==> src/rtl/mlp_pkg.sv <==
// mlp_pkg -- shared definitions for the mlp job sequencer.
// Holds the register map of the attached mlp, the control-register
// command values, the sequencer state/phase encodings and a couple of
// small sizing helpers used to derive counter widths.
package mlp_pkg;

  // mlp register addresses
  localparam logic [1:0] REG_CTRL = 2'd0;
  localparam logic [1:0] REG_IN   = 2'd1;
  localparam logic [1:0] REG_WGT  = 2'd2;
  localparam logic [1:0] REG_OUT  = 2'd3;

  // values written to REG_CTRL
  localparam logic [31:0] CTRL_RUN   = 32'h0000_0001;
  localparam logic [31:0] CTRL_LAYER = 32'h0000_0008;
  localparam logic [31:0] CTRL_CLR   = 32'h0000_0000;

  typedef enum logic [3:0] {
    IDLE,
    LD_IN,
    LD_HID,
    SWITCH,
    LD_OUT,
    RUN,
    WAIT,
    READ,
    RESULT
  } seq_state_t;

  // Sub-step inside a state. Word loads use RD -> WR -> GAP; single
  // register writes use WR -> GAP; WAIT uses RD as "waiting for irq"
  // and WR as the timeout abort write.
  typedef enum logic [1:0] {
    PH_RD,
    PH_WR,
    PH_GAP
  } phase_t;

  // Words of one layer in job memory: each row holds a bias plus one
  // weight per input of that layer.
  function automatic int section_words(int n_rows, int n_cols);
    return n_rows * (n_cols + 1);
  endfunction

  function automatic int max3(int a, int b, int c);
    int m;
    m = (a > b) ? a : b;
    return (m > c) ? m : c;
  endfunction

endpackage

==> src/rtl/mlp_job_seq_if.sv <==
// mlp_job_seq_if -- all handshake and bus signals of the job sequencer.
//   job request : start, base_addr, start_ready, busy
//   job memory  : mem_rd, mem_addr, mem_rdata (data one cycle after mem_rd)
//   mlp bus     : mlp_write_en, mlp_addr, mlp_writedata, mlp_readdata, mlp_irq
//   result      : res_valid, res_ready, res_data
//   status      : err_timeout (one-cycle pulse on a timeout abort)
// modport master is the sequencer side, modport slave the environment.
interface mlp_job_seq_if #(
  parameter int MEM_AW    = 8,
  parameter int OUT_WIDTH = 16
);
  logic                 start;
  logic [MEM_AW-1:0]    base_addr;
  logic                 start_ready;
  logic                 mem_rd;
  logic [MEM_AW-1:0]    mem_addr;
  logic [31:0]          mem_rdata;
  logic                 mlp_write_en;
  logic [1:0]           mlp_addr;
  logic [31:0]          mlp_writedata;
  logic [31:0]          mlp_readdata;
  logic                 mlp_irq;
  logic                 res_valid;
  logic                 res_ready;
  logic [OUT_WIDTH-1:0] res_data;
  logic                 busy;
  logic                 err_timeout;

  modport master (
    input  start, base_addr, mem_rdata, mlp_readdata, mlp_irq, res_ready,
    output start_ready, mem_rd, mem_addr, mlp_write_en, mlp_addr,
           mlp_writedata, res_valid, res_data, busy, err_timeout
  );

  modport slave (
    output start, base_addr, mem_rdata, mlp_readdata, mlp_irq, res_ready,
    input  start_ready, mem_rd, mem_addr, mlp_write_en, mlp_addr,
           mlp_writedata, res_valid, res_data, busy, err_timeout
  );
endinterface

==> src/rtl/mlp_wdog.sv <==
// mlp_wdog -- cycle counter bounding the wait for the mlp done interrupt.
//   clk, rst : clock and synchronous active-high reset
//   clear    : force the count back to zero
//   enable   : count one cycle
//   expire   : high while enabled in the TIMEOUT-th counted cycle
module mlp_wdog #(
  parameter int TIMEOUT = 4096
) (
  input  logic clk,
  input  logic rst,
  input  logic clear,
  input  logic enable,
  output logic expire
);
  localparam int CW = $clog2(TIMEOUT + 1);
  localparam logic [CW-1:0] LAST = CW'(TIMEOUT - 1);

  logic [CW-1:0] count_reg;

  always_ff @(posedge clk) begin
    if (rst || clear) begin
      count_reg <= '0;
    end else if (enable && !expire) begin
      count_reg <= count_reg + 1'b1;
    end
  end

  assign expire = enable && (count_reg == LAST);
endmodule

==> src/rtl/mlp_job_seq.sv <==
// mlp_job_seq -- streams one job (inputs, hidden weights, output weights)
// from job memory into an attached mlp, starts it, waits for its done
// interrupt (bounded by a watchdog) and hands each output back through a
// valid/ready result port.
//   clk, rst : clock and synchronous active-high reset
//   bus      : mlp_job_seq_if.master carrying the job request, job memory,
//              mlp register bus, result handshake and status signals
module mlp_job_seq #(
  parameter int N_INPUTS  = 2,
  parameter int N_HIDDEN  = 4,
  parameter int N_OUTPUT  = 1,
  parameter int OUT_WIDTH = 16,
  parameter int MEM_AW    = 8,
  parameter int TIMEOUT   = 4096
) (
  input  logic           clk,
  input  logic           rst,
  mlp_job_seq_if.master  bus
);
  import mlp_pkg::*;

  localparam int IN_WORDS  = N_INPUTS;
  localparam int HID_WORDS = section_words(N_HIDDEN, N_INPUTS);
  localparam int OUT_WORDS = section_words(N_OUTPUT, N_HIDDEN);
  localparam int CNT_MAX   = max3(IN_WORDS, HID_WORDS, OUT_WORDS);
  localparam int CW        = $clog2(CNT_MAX + 1);
  localparam int OIW       = $clog2(N_OUTPUT + 1);

  localparam logic [CW-1:0]  IN_LAST   = CW'(IN_WORDS - 1);
  localparam logic [CW-1:0]  HID_LAST  = CW'(HID_WORDS - 1);
  localparam logic [CW-1:0]  OUT_LAST  = CW'(OUT_WORDS - 1);
  localparam logic [OIW-1:0] LAST_RES  = OIW'(N_OUTPUT - 1);

  seq_state_t           state_reg, state_next;
  phase_t               phase_reg, phase_next;
  logic [CW-1:0]        cnt_reg, cnt_next;
  logic [MEM_AW-1:0]    addr_reg, addr_next;
  logic [OIW-1:0]       out_idx_reg, out_idx_next;
  logic [OUT_WIDTH-1:0] res_data_reg, res_data_next;
  logic [CW-1:0]        sec_last;
  logic                 wdog_clear, wdog_enable, wdog_expire;

  mlp_wdog #(
    .TIMEOUT(TIMEOUT)
  ) u_wdog (
    .clk    (clk),
    .rst    (rst),
    .clear  (wdog_clear),
    .enable (wdog_enable),
    .expire (wdog_expire)
  );

  always_ff @(posedge clk) begin
    if (rst) begin
      state_reg    <= IDLE;
      phase_reg    <= PH_RD;
      cnt_reg      <= '0;
      addr_reg     <= '0;
      out_idx_reg  <= '0;
      res_data_reg <= '0;
    end else begin
      state_reg    <= state_next;
      phase_reg    <= phase_next;
      cnt_reg      <= cnt_next;
      addr_reg     <= addr_next;
      out_idx_reg  <= out_idx_next;
      res_data_reg <= res_data_next;
    end
  end

  always_comb begin
    state_next        = state_reg;
    phase_next        = phase_reg;
    cnt_next          = cnt_reg;
    addr_next         = addr_reg;
    out_idx_next      = out_idx_reg;
    res_data_next     = res_data_reg;
    sec_last          = OUT_LAST;
    wdog_clear        = 1'b1;
    wdog_enable       = 1'b0;
    bus.mem_rd        = 1'b0;
    bus.mlp_write_en  = 1'b0;
    bus.mlp_addr      = REG_CTRL;
    bus.mlp_writedata = '0;
    bus.res_valid     = 1'b0;
    bus.err_timeout   = 1'b0;

    case (state_reg)
      IDLE: begin
        if (bus.start) begin
          state_next   = LD_IN;
          phase_next   = PH_RD;
          cnt_next     = '0;
          addr_next    = bus.base_addr;
          out_idx_next = '0;
        end
      end

      LD_IN, LD_HID, LD_OUT: begin
        bus.mlp_addr = (state_reg == LD_IN) ? REG_IN : REG_WGT;
        if (state_reg == LD_IN) begin
          sec_last = IN_LAST;
        end else if (state_reg == LD_HID) begin
          sec_last = HID_LAST;
        end
        case (phase_reg)
          PH_RD: begin
            bus.mem_rd = 1'b1;
            // address advances as soon as the read is issued; wraps freely
            addr_next  = addr_reg + 1'b1;
            phase_next = PH_WR;
          end
          PH_WR: begin
            bus.mlp_write_en  = 1'b1;
            bus.mlp_writedata = bus.mem_rdata;
            phase_next        = PH_GAP;
          end
          default: begin
            phase_next = PH_RD;
            if (cnt_reg == sec_last) begin
              cnt_next = '0;
              case (state_reg)
                LD_IN: state_next = LD_HID;
                LD_HID: begin
                  state_next = SWITCH;
                  phase_next = PH_WR;
                end
                default: begin
                  state_next = RUN;
                  phase_next = PH_WR;
                end
              endcase
            end else begin
              cnt_next = cnt_reg + 1'b1;
            end
          end
        endcase
      end

      SWITCH: begin
        if (phase_reg == PH_WR) begin
          bus.mlp_write_en  = 1'b1;
          bus.mlp_writedata = CTRL_LAYER;
          phase_next        = PH_GAP;
        end else begin
          state_next = LD_OUT;
          phase_next = PH_RD;
        end
      end

      RUN: begin
        if (phase_reg == PH_WR) begin
          bus.mlp_write_en  = 1'b1;
          bus.mlp_writedata = CTRL_RUN;
          phase_next        = PH_GAP;
        end else begin
          state_next = WAIT;
          phase_next = PH_RD;
        end
      end

      WAIT: begin
        wdog_clear = 1'b0;
        if (phase_reg == PH_RD) begin
          wdog_enable = 1'b1;
          // a done interrupt in the very cycle the watchdog expires still wins
          if (bus.mlp_irq) begin
            state_next = READ;
            phase_next = PH_WR;
          end else if (wdog_expire) begin
            phase_next = PH_WR;
          end
        end else begin
          // timeout abort: clear the mlp and drop the job without a result
          bus.mlp_write_en  = 1'b1;
          bus.mlp_writedata = CTRL_CLR;
          bus.err_timeout   = 1'b1;
          state_next        = IDLE;
          phase_next        = PH_RD;
        end
      end

      READ: begin
        bus.mlp_addr = REG_OUT;
        if (phase_reg == PH_WR) begin
          bus.mlp_write_en  = 1'b1;
          bus.mlp_writedata = 32'(out_idx_reg);
          phase_next        = PH_GAP;
        end else begin
          // readdata is valid in the GAP cycle; it becomes res_data next cycle
          res_data_next = bus.mlp_readdata[OUT_WIDTH-1:0];
          state_next    = RESULT;
          phase_next    = PH_RD;
        end
      end

      RESULT: begin
        bus.res_valid = 1'b1;
        if (bus.res_ready) begin
          if (out_idx_reg == LAST_RES) begin
            state_next = IDLE;
          end else begin
            out_idx_next = out_idx_reg + 1'b1;
            state_next   = READ;
            phase_next   = PH_WR;
          end
        end
      end

      default: begin
        state_next = IDLE;
        phase_next = PH_RD;
      end
    endcase
  end

  assign bus.mem_addr    = addr_reg;
  assign bus.res_data    = res_data_reg;
  assign bus.start_ready = (state_reg == IDLE);
  assign bus.busy        = (state_reg != IDLE);

  // only the low OUT_WIDTH bits of the mlp result are meaningful
  generate
    if (OUT_WIDTH < 32) begin : g_rd_unused
      logic unused_rd_bits;
      assign unused_rd_bits = ^bus.mlp_readdata[31:OUT_WIDTH];
    end
  endgenerate
endmodule

==> src/flat_wrapper.sv <==
// flat-port wrapper written by rule: the top's interface ports become plain ports
module mlp_job_seq_flat import mlp_pkg::*;
#(
  parameter int N_INPUTS  = 2,
  parameter int N_HIDDEN  = 4,
  parameter int N_OUTPUT  = 1,
  parameter int OUT_WIDTH = 16,
  parameter int MEM_AW    = 8,
  parameter int TIMEOUT   = 4096
)
  (clk, rst, bus_start, bus_base_addr, bus_mem_rdata, bus_mlp_readdata, bus_mlp_irq, bus_res_ready, bus_start_ready, bus_mem_rd, bus_mem_addr, bus_mlp_write_en, bus_mlp_addr, bus_mlp_writedata, bus_res_valid, bus_res_data, bus_busy, bus_err_timeout);
  mlp_job_seq_if #(.MEM_AW(MEM_AW), .OUT_WIDTH(OUT_WIDTH)) bus_i ();
  input  logic clk;
  input  logic rst;
  input wire logic [$bits(bus_i.start)-1:0] bus_start;
  input wire logic [$bits(bus_i.base_addr)-1:0] bus_base_addr;
  input wire logic [$bits(bus_i.mem_rdata)-1:0] bus_mem_rdata;
  input wire logic [$bits(bus_i.mlp_readdata)-1:0] bus_mlp_readdata;
  input wire logic [$bits(bus_i.mlp_irq)-1:0] bus_mlp_irq;
  input wire logic [$bits(bus_i.res_ready)-1:0] bus_res_ready;
  output wire logic [$bits(bus_i.start_ready)-1:0] bus_start_ready;
  output wire logic [$bits(bus_i.mem_rd)-1:0] bus_mem_rd;
  output wire logic [$bits(bus_i.mem_addr)-1:0] bus_mem_addr;
  output wire logic [$bits(bus_i.mlp_write_en)-1:0] bus_mlp_write_en;
  output wire logic [$bits(bus_i.mlp_addr)-1:0] bus_mlp_addr;
  output wire logic [$bits(bus_i.mlp_writedata)-1:0] bus_mlp_writedata;
  output wire logic [$bits(bus_i.res_valid)-1:0] bus_res_valid;
  output wire logic [$bits(bus_i.res_data)-1:0] bus_res_data;
  output wire logic [$bits(bus_i.busy)-1:0] bus_busy;
  output wire logic [$bits(bus_i.err_timeout)-1:0] bus_err_timeout;
  assign bus_i.start = bus_start;
  assign bus_i.base_addr = bus_base_addr;
  assign bus_i.mem_rdata = bus_mem_rdata;
  assign bus_i.mlp_readdata = bus_mlp_readdata;
  assign bus_i.mlp_irq = bus_mlp_irq;
  assign bus_i.res_ready = bus_res_ready;
  assign bus_start_ready = bus_i.start_ready;
  assign bus_mem_rd = bus_i.mem_rd;
  assign bus_mem_addr = bus_i.mem_addr;
  assign bus_mlp_write_en = bus_i.mlp_write_en;
  assign bus_mlp_addr = bus_i.mlp_addr;
  assign bus_mlp_writedata = bus_i.mlp_writedata;
  assign bus_res_valid = bus_i.res_valid;
  assign bus_res_data = bus_i.res_data;
  assign bus_busy = bus_i.busy;
  assign bus_err_timeout = bus_i.err_timeout;
  mlp_job_seq #(.N_INPUTS(N_INPUTS), .N_HIDDEN(N_HIDDEN), .N_OUTPUT(N_OUTPUT), .OUT_WIDTH(OUT_WIDTH), .MEM_AW(MEM_AW), .TIMEOUT(TIMEOUT)) u_core (.clk(clk), .rst(rst), .bus(bus_i));
endmodule
==> config.mk <==
export PLATFORM = sky130hd
export DESIGN_NAME = mlp_job_seq_flat
export DESIGN_NICKNAME = d
export VERILOG_FILES = /design/src/rtl/mlp_pkg.sv /design/src/rtl/mlp_job_seq_if.sv /design/src/rtl/mlp_wdog.sv /design/src/rtl/mlp_job_seq.sv /design/src/flat_wrapper.sv
export SDC_FILE = /design/constraint.sdc
export NUM_CORES = 1
export LEC_CHECK = 0
export CORE_ASPECT_RATIO = 1.25
export CORE_MARGIN = 1
export CORE_UTILIZATION = 44
export CTS_BUF_LIST = sky130_fd_sc_hd__clkbuf_16
export CTS_CLUSTER_SIZE = 16
export DETAILED_ROUTE_END_ITERATION = 8
export PLACE_DENSITY_LB_ADDON = 0.3
export SLEW_MARGIN = 0
export SYNTH_ARGS = -nofsm -noshare
export SYNTH_HDL_FRONTEND = slang
export SYNTH_SLANG_ARGS = --single-unit
export TNS_END_PERCENT = 100
==> constraint.sdc <==
create_clock -name clk -period 5.7 [get_ports clk]
set_clock_uncertainty 0.05 [all_clocks]
set_input_delay 1.71 -clock clk [delete_from_list [all_inputs] [get_ports clk]]
set_output_delay 1.71 -clock clk [all_outputs]
set_load 0.02 [all_outputs]
==> results.yml <==
status:
  status: "complete, no violations"
synthesis:
  ys_warn_count: 0
  ys.flop_type: "dfxtp_1"
  yosys.area.top_type_share: 0.335
  ys_ff_latch: 47
  netlist_area_sq_mm: 0.00281
  yosys-top-cells-area: "dfxtp_1, and2_1, nand2_1"
  syn_nets: 441
  seq_area_frac_synth: 0.335
  synth_cell_type_count: 57
  async_flop_share: 0
  syn_inst: 361
  post_synth.cell_area_avg_sq_um: 7.78
  synth-edff-count: 0
  yosys.area.top_type: "dfxtp_1"
pwr:
  worst_ir_drop_vdd_uv: 178
  combPwrFrac: 0.453
  p_leak_nw: 1.46
  sequentialPowerShare: 0.329
  p_per_area_mw_per_mm2: 307
  p_int_w: 0.000801
  switching_share: 0.378
  power_switching_w: 0.000487
  clkPwrFrac: 0.218
worst_hold_path:
  hold_path_class: "reg2reg"
routing:
  drc: 0
  drt_wl_total_um: 7310
  drtIter0Drc: 137
  drtAntennaViolNets: 0
  via_count: 2893
  vias_per_cell: 5.20
  wire_per_inst_um: 13.1
  firstDrtPassIters: 4
clock_network:
  cts_buffers: 5
  holdBufCountCts: 0
  post_cts_resized: 0
  worstSkewPairLatency_ps: 280
  cts.sinks: 47
  clk_pin_slew_ps: 60
  cts_htree_levels: 2
  post_cts_buffers: 0
  cts_buffer_depth: 2
  cts_root_buf: "clkbuf_16"
  cts_tree: "done"
sta:
  slew-limit-headroom: 0.496
  finalWorstSetupSlack_ps: 591
  setup-violations-final: 0
  period_share: 0.896
  maxSlewViolCount: 0
  fin_crit_ps: 5110
  grt_setup_unrepaired: "no"
  hold_viol: 0
  tightest_slew_ps: 755
  fmax_mhz: 196
  fin_tns_setup_ps: 0
  whs_ps: 405
critical_path:
  cp_slowest_cell: "clkdlybuf4s50_1"
  crit_required_ps: 3940
  cp_top_family: "buffers and inverters"
  crit_type: "in2out"
  timing.critical_path.buf_inv: 2
  worst_ep_arrival_time_ps: 3350
  end_kind: "output pin"
  start_kind: "input pin"
  cp_common_cell: "clkdlybuf4s50_1"
  crit_chain: "clkdlybuf4s50_1, maj3_1, a22oi_1, nor3_1, clkdlybuf4s50_1"
  slowest_delay_ps: 570
  cp_max_fo: 2
floorplanning:
  chipHeight_um: 91.3
  ioPinCount: 141
  start_util: 0.455
  row_count: 32
  die-area_sq_mm: 0.00671
  fp.dieW_um: 73.5
  fp.coreArea_sq_mm: 0.00617
final_layout:
  nets: 550
  largest_reg_flops: 16
  num_antenna_cells: 0
  syn2layout_area_growth_pct: 49.5
  drive_above_1_share: 0.0573
  fin_area_sq_mm: 0.00420
global_route:
  antenna_found_initial: 0
  globalRouteOverflowTotal: 0
  grt_pass1_vias: 2819
  track_usage: 0.226
  grt_max_degree: 31
  grt_first_pass_wirelength_um: 12100
placed_design:
  placed_area_sq_mm: 0.00406
  portBuffers: 124
  hpwl_um: 5570
  gp_congestion: 0.787
  dp_slack_ps: 586
job:
  drv_cap: 0
[power groups by stage]
| stage | clock network, W | logic (W) | registers (W) |
|---|---|---|---|
| floorplan | 0 | 0.000390 | 0.000423 |
| finish | 0.000281 | 0.000583 | 0.000424 |
| global placement | 0 | 0.000572 | 0.000427 |
| global route | 0.000299 | 0.000638 | 0.000433 |
| CTS | 0.000286 | 0.000585 | 0.000424 |
| detailed placement | 0 | 0.000583 | 0.000431 |
[through the flow]
stage               total power (W)  std cells  utilization
global route                0.00137        556        0.681
detailed placement          0.00101        548        0.658
finish                      0.00129        556        0.681
CTS                         0.00129        556        0.681
floorplan                  0.000812        361            -
global placement           0.000999        548        0.658
[path summary, 6_finish.rpt]
check | end | slack (ps) | startpoint | cells after the start
hold / removal | u_core.bus.res_data[13] | 410 | u_core.bus.res_data[13] | 2
hold reg to reg | u_core.bus.res_data[13] | 410 | u_core.bus.res_data[13] | 2
setup reg to reg | u_core.bus.mem_addr[5] | 3250 | u_core.state_reg[3] | 5
setup / recovery | bus_mlp_writedata[0] | 590 | bus_mem_rdata[0] | 5
[worst reg2reg max path, delay by kind of cell (launching register included)]
| family | cells | cell delay (ps) |
|---|---|---|
| AND/OR/NAND/NOR | 1 | 190 |
| flip-flops | 1 | 810 |
| AO/OA/AOI/OAI | 4 | 1340 |
[cells in the final DEF, fill, tap and decap left out, types with 2 or more instances in the layout]
master,netlist,layout
a211oi_1,2,2
xnor2_1,10,10
nor2_1,29,29
nor4_1,6,6
xor2_1,2,2
ha_1,3,3
a21oi_1,32,32
nand3b_1,4,4
nor3_1,9,9
buf_4,1,4
nor2b_1,4,4
clkdlybuf4s50_1,0,124
nand2b_1,3,3
and2_1,34,34
mux2_4,2,2
inv_1,6,7
a31oi_1,7,7
o21ai_1,2,2
nor4b_4,2,2
nand4b_1,2,2
nand4_1,7,7
or3_1,6,6
o21ai_0,11,11
and3_1,4,4
a21o_1,8,8
clkbuf_16,0,5
nand3_1,10,10
nand2_1,54,54
dfxtp_1,47,47
nor3b_1,3,3
nor4b_1,2,2
[synth_stat cells, drive strengths merged (6+ instances only)]
cell type and count:
clkbuf 11, buf 15, a31oi 7, xnor2 11
nand4 7, nor3 9, nor4 7, or3 6
nand3 11, o21ai 13, a21o 9, and2 34
a21oi 33, inv 6, dfxtp 47, nand2 54
nor2 31
[area by class of cell]
cell class	count	area (sq um)
Inverter	6	22.5
Tap cell	85	106
Multi-Input combinational cell	282	1710
Clock inverter	3	16.3
Fill cell	534	1970
Timing Repair Buffer	128	1270
Sequential cell	47	941
Clock buffer	5	125
[layer usage]
metal  track usage  vias up  part of all wire
met5             0        -                 0
met2         0.404      102              0.52
met3        0.0477       12             0.054
met1         0.256     1309              0.41
li1              -     1470                 -
met4        0.0865        0             0.018
[cells by family after synthesis]
| logic type | share of synthesized area |
|---|---|
| compound gates | 0.172 |
| xor+xnor | 0.0432 |
| fa+ha+maj | 0.0169 |
| buf+inv | 0.0544 |
| flops | 0.335 |
| mux | 0.0183 |
| simple gates | 0.360 |
No activity file was read; power rests on OpenSTA's default activity.
